--- src/rtl/parity_fifo_pkg.sv ---
// Shared constants and helpers for the parity-filtered FIFO.
package parity_fifo_pkg;

    localparam int DATA_WIDTH_DEF = 32;
    localparam int FIFO_DEPTH_DEF = 4;

    function automatic int ptr_width(input int depth);
        return $clog2(depth);
    endfunction

    function automatic logic check_bit_ok(input logic check_bit, input logic even_odd);
        return check_bit == even_odd;
    endfunction

endpackage

--- src/rtl/parity_fifo_if.sv ---
// Producer/consumer handshake bundle; master drives the FIFO, slave is the FIFO itself.
interface parity_fifo_if
    import parity_fifo_pkg::*;
#(
    parameter int DATA_WIDTH = DATA_WIDTH_DEF
);
    logic [DATA_WIDTH:0] data_i;
    logic                valid_i;
    logic                grant_o;
    logic [DATA_WIDTH:0] data_o;
    logic                valid_o;
    logic                grant_i;

    modport master (
        output data_i, valid_i, grant_i,
        input  grant_o, data_o, valid_o
    );

    modport slave (
        input  data_i, valid_i, grant_i,
        output grant_o, data_o, valid_o
    );
endinterface

--- src/rtl/sync_fifo.sv ---
// Circular-buffer FIFO with first-word-fall-through head; a wrap flag disambiguates full from empty.
module sync_fifo
    import parity_fifo_pkg::*;
#(
    parameter int DATA_WIDTH = DATA_WIDTH_DEF,
    parameter int FIFO_DEPTH = FIFO_DEPTH_DEF
) (
    input  logic                clk,
    input  logic                rst_n,
    input  logic [DATA_WIDTH:0] push_data_i,
    input  logic                push_valid_i,
    output logic                push_grant_o,
    output logic [DATA_WIDTH:0] pop_data_o,
    output logic                pop_valid_o,
    input  logic                pop_grant_i
);
    localparam int            PW   = ptr_width(FIFO_DEPTH);
    localparam logic [PW-1:0] LAST = PW'(FIFO_DEPTH - 1);

    logic [DATA_WIDTH:0] my_ram [FIFO_DEPTH];
    logic [PW-1:0]       ptr_read;
    logic [PW-1:0]       ptr_write;
    logic                flag;
    logic                same, empty, full, push, pop, wrap_write, wrap_read;

    assign same       = (ptr_read == ptr_write);
    assign empty      = same && !flag;
    assign full       = same && flag;
    assign push       = push_valid_i && !full;
    assign pop        = pop_grant_i && !empty;
    assign wrap_write = push && (ptr_write == LAST);
    assign wrap_read  = pop && (ptr_read == LAST);

    always_ff @(posedge clk) begin
        if (!rst_n && push)
            my_ram[ptr_write] <= push_data_i;
    end

    // The flag only flips when one pointer laps without the other.
    always_ff @(posedge clk) begin
        if (rst_n) begin
            ptr_read  <= '0;
            ptr_write <= '0;
            flag      <= 1'b0;
        end else begin
            if (push)
                ptr_write <= ptr_write + 1'b1;
            if (pop)
                ptr_read <= ptr_read + 1'b1;
            flag <= flag ^ (wrap_write ^ wrap_read);
        end
    end

    assign pop_data_o   = my_ram[ptr_read];
    assign pop_valid_o  = !empty;
    assign push_grant_o = !full;
endmodule

--- src/rtl/parity_fifo_top.sv ---
// FIFO with output-side check-bit filter; build with FIFO_PARITY_CHECK_EN to drop bad heads.
// rst_n is active-high despite its name.
module parity_fifo_top
    import parity_fifo_pkg::*;
#(
    parameter int DATA_WIDTH = DATA_WIDTH_DEF,
    parameter int FIFO_DEPTH = FIFO_DEPTH_DEF,
    parameter int EVEN_ODD   = 0,
    parameter int PARITY_BIT = 0
) (
    input  logic            clk,
    input  logic            rst_n,
    parity_fifo_if.slave    bus
);
    logic [DATA_WIDTH:0] head;
    logic                not_empty;
    logic                valid;
    logic                drop;
    logic                pop;

    sync_fifo #(
        .DATA_WIDTH (DATA_WIDTH),
        .FIFO_DEPTH (FIFO_DEPTH)
    ) fifo_i (
        .clk          (clk),
        .rst_n        (rst_n),
        .push_data_i  (bus.data_i),
        .push_valid_i (bus.valid_i),
        .push_grant_o (bus.grant_o),
        .pop_data_o   (head),
        .pop_valid_o  (not_empty),
        .pop_grant_i  (pop)
    );

`ifdef FIFO_PARITY_CHECK_EN
    // A bad head is discarded on its own, independent of the consumer.
    assign valid = not_empty && check_bit_ok(head[PARITY_BIT], 1'(EVEN_ODD));
    assign drop  = not_empty && !check_bit_ok(head[PARITY_BIT], 1'(EVEN_ODD));
`else
    assign valid = not_empty;
    assign drop  = 1'b0;
`endif

    assign pop         = (valid && bus.grant_i) || drop;
    assign bus.valid_o = valid;
    assign bus.data_o  = head;
endmodule

--- src/flat_wrapper.sv ---
// flat-port wrapper written by rule: the top's interface ports become plain ports
module parity_fifo_top_flat import parity_fifo_pkg::*;
#(
    parameter int DATA_WIDTH = DATA_WIDTH_DEF,
    parameter int FIFO_DEPTH = FIFO_DEPTH_DEF,
    parameter int EVEN_ODD   = 0,
    parameter int PARITY_BIT = 0
)
  (clk, rst_n, bus_data_i, bus_valid_i, bus_grant_i, bus_grant_o, bus_data_o, bus_valid_o);
  parity_fifo_if #(.DATA_WIDTH(DATA_WIDTH)) bus_i ();
  input  logic clk;
  input  logic rst_n;
  input wire logic [$bits(bus_i.data_i)-1:0] bus_data_i;
  input wire logic [$bits(bus_i.valid_i)-1:0] bus_valid_i;
  input wire logic [$bits(bus_i.grant_i)-1:0] bus_grant_i;
  output wire logic [$bits(bus_i.grant_o)-1:0] bus_grant_o;
  output wire logic [$bits(bus_i.data_o)-1:0] bus_data_o;
  output wire logic [$bits(bus_i.valid_o)-1:0] bus_valid_o;
  assign bus_i.data_i = bus_data_i;
  assign bus_i.valid_i = bus_valid_i;
  assign bus_i.grant_i = bus_grant_i;
  assign bus_grant_o = bus_i.grant_o;
  assign bus_data_o = bus_i.data_o;
  assign bus_valid_o = bus_i.valid_o;
  parity_fifo_top #(.DATA_WIDTH(DATA_WIDTH), .FIFO_DEPTH(FIFO_DEPTH), .EVEN_ODD(EVEN_ODD), .PARITY_BIT(PARITY_BIT)) u_core (.clk(clk), .rst_n(rst_n), .bus(bus_i));
endmodule
--- config.mk ---
export PLATFORM = sky130hd
export DESIGN_NAME = parity_fifo_top_flat
export DESIGN_NICKNAME = d
export VERILOG_FILES = /design/src/rtl/parity_fifo_pkg.sv /design/src/rtl/parity_fifo_if.sv /design/src/rtl/sync_fifo.sv /design/src/rtl/parity_fifo_top.sv /design/src/flat_wrapper.sv
export SDC_FILE = /design/constraint.sdc
export NUM_CORES = 1
export LEC_CHECK = 0
export BUFFER_PORTS_ARGS = -buffer_cell sky130_fd_sc_hd__buf_4
export CELL_PAD_IN_SITES_DETAIL_PLACEMENT = 1
export CELL_PAD_IN_SITES_GLOBAL_PLACEMENT = 2
export CORE_UTILIZATION = 44
export DETAILED_ROUTE_END_ITERATION = 6
export PLACE_DENSITY = 0.9
export SYNTH_ARGS = -nofsm -noshare
export SYNTH_HDL_FRONTEND = slang
export SYNTH_SLANG_ARGS = --single-unit
export TNS_END_PERCENT = 30
--- constraint.sdc ---
create_clock -name clk -period 2.58 [get_ports clk]
set_clock_uncertainty 0.2 [all_clocks]
set_input_delay 0.129 -clock clk [delete_from_list [all_inputs] [get_ports clk]]
set_output_delay 0.129 -clock clk [all_outputs]
set_load 0.02 [all_outputs]
==> metrics.yaml <==
outcome: "finished, final reports clean"
io_pins: 72
cts_hold_buf: 37
yosys_warnings: 0
setup_violations: 0
final_cells: 508
wl_met3_um: 481
timing.final.crit_share: 0.880
fill_cells: 985
tns_ns: 0
reg2reg_slack_ns: 0.31
path_clk_slew_ns: 0.06
syn_area_um2: 5190
synth_xor_area_frac: 0.00820
power_density_nw_per_um2: 828
final_util: 0.603
syn_inst: 224
synth_top_family_by_area: "multiplexers"
grt_pass1_vias: 2987
drt-pass1-iter-count: 4
drc_errors: 0
cts_setup_buffers: 0
dp.cells: 439
fmax_ghz: 0.440
cts_tree: "built"
gp_congestion: 0.752
synth-edff-count: 132
dp_hpwl_um: 6700
dieWidth_um: 111
coreArea_um2: 11500
grt.total_usage: 0.192
wl_met2_um: 5730
synth-compound-area-share: 0.0108
ys_types: 27
die_y_um: 111
critPathCaptureType: "flop"
numPortBuffers: 71
hold_viol_final: 0
synthSimpleGateAreaFrac: 0.0224
worstMarginPinSlew_ns: 0.411
fp-row-count: 39
synth_largest_area_cell: "edfxtp_1"
post_drt_via_cell_ratio: 5.28
grt_first_pass_wirelength_um: 16900
syn-num-nets: 266
crit_start: "u_core.fifo_i.ptr_write[1]$_SDFFE_PP0P_"
hp-start: "bus_data_i[11]"
async_reset_ff_frac: 0
ys_seq_elements: 139
yosys.area.top_type_share: 0.764
period_needed_ns: 2.27
hold_path_class: "input pin to flop"
synthAdderAreaFrac: 0.0121
slowest_delay_ns: 0.57
critPathRequiredTime_ns: 2.74
routed_wl_um: 10900
antenna_left: 0
peakVddDrop_uv: 450
cts_resized: 0
drv_cap: 0
syn_area_per_cell_um2: 23.2
rsz0062_at_grt: "no"
highest_layer: "met4"
wl_per_cell_um: 21.5
arrival_ns: 2.43
drive_above_1_share: 0.405
initial_core_util: 0.453
synthMuxAreaShare: 0.143
report.final.slew_viol_count: 0
layout_common_cells: "132 x edfxtp_1, 76 x buf_4, 37 x dlygate4sd3_1"
gr-total-overflow: 0
slew_headroom: 0.726
grt_max_degree: 34
crit_fanout: 7
numCtsBuffers: 17
insertion_delay_ns: 0.41
rr_startpoint: "u_core.fifo_i.ptr_write[1]$_SDFFE_PP0P_"
mostFrequentLayoutCell: "edfxtp_1"
p_leak_uw: 0.00238
seq_area_frac_synth: 0.791
drt_iter0_drc: 141
crit_chain: "ha_1, nand3_1, a211o_1, a31oi_1, dlygate4sd3_1"
worstSetupStartpointType: "flop"
antenna_found_initial: 0
root_buffer: "clkbuf_16"
synth_area_leaders: "edfxtp_1 76%, mux4_2 14%, dfxtp_1 2.7%, ha_1 1.2%, and2_1 0.48%"
setup.worst_path.class: "flop to flop"
cts_sinks: 139
cp_slowest_cell: "dlygate4sd3_1"
areaGrowthSynthToFinish_pct: 33.1
nets: 394
vias: 2682
htree_levels: 4
synth_top_flop_cell: "edfxtp_1"
die-area_um2: 12200
n_antenna_cell: 0
met1_length_um: 4550
clockBufferDepth: 2
[cell type report]
class	count	area (um2)	area share
multi-input cells	72	1030	0.148
repair buffers	117	1020	0.148
clock inverters	14	130	0.0188
flip-flops and latches	139	4110	0.594
clock buffers	18	429	0.0621
well taps	143	179	0.0259
inverters	5	18.8	0.00272
[synth_stat cells, types with 2 or more instances]
| library cell | n |
|---|---|
| mux4_2 | 33 |
| nand2_1 | 5 |
| and2_1 | 4 |
| edfxtp_1 | 132 |
| dfxtp_1 | 7 |
| xor2_1 | 2 |
| ha_1 | 5 |
| inv_1 | 5 |
| o31ai_1 | 2 |
| nor4_1 | 3 |
| buf_4 | 3 |
| a21oi_1 | 2 |
| buf_2 | 4 |
| nor2_1 | 4 |
[per-layer routing]
layer  vias to the layer above  GRT usage
met5                         -          0
met4                         0     0.0693
met3                        15     0.0637
met2                        76      0.321
met1                      1387      0.234
li1                       1204          -
[registers in the layout (all words and copies together), names as in the netlist, named ones only]
signal,count
u_core.fifo_i.my_ram,132
u_core.fifo_i.ptr_read,2
u_core.fifo_i.flag,1
u_core.fifo_i.ptr_write,2
[final timing paths]
check,to,depth (start not counted)
hold / removal,u_core.fifo_i.my_ram[0][11]$_DFFE_PP_,2
setup / recovery,u_core.fifo_i.flag$_SDFF_PP0_,5
hold reg to reg,flop,2
setup reg to reg,u_core.fifo_i.flag$_SDFF_PP0_,5
[where the power goes]
group	internal (uW)	leakage, uW	total [uW]	switching, uW
Sequential	2550	0.00126	2580	34.4
Clock	1400	0.000266	2280	873
Combinational	429	0.000857	864	435
Total	4380	0.00238	5720	1340
[cell families (layout without fill, tap and decap cells)]
logic type,count (synthesis),after routing
adders and majority gates,5,5
buffers and inverters,13,154
xor gates and xnor gates,4,4
muxes,33,33
DFF,139,139
and+or+nand+nor,22,22
AOI/OAI and AO/OA,8,8
[critical path: cells and delay by family (launching register included)]
family	cells	cell delay [ns]
buffers and inverters	1	0.57
flip-flops	1	0.49
AO/OA/AOI/OAI	2	0.49
adder cells (fa/ha/maj)	1	0.35
AND/OR/NAND/NOR	1	0.13
[metrics by stage]
stage | instance area, um2 | hold WS (ns) | worst slack, ns | power (uW)
2_1_floorplan | 5190 | -0.00159 | 0.190 | 3120
3_3_place_gp | 5980 | 0.130 | 0.543 | 3430
3_5_place_dp | 5980 | 0.132 | 0.405 | 3460
4_1_cts | 6910 | 0.244 | 0.331 | 5770
5_1_grt | 6910 | 0.258 | 0.198 | 5910
6_report | 6910 | 0.263 | 0.310 | 5720
Note: power is estimated with default switching activity, not from simulation.
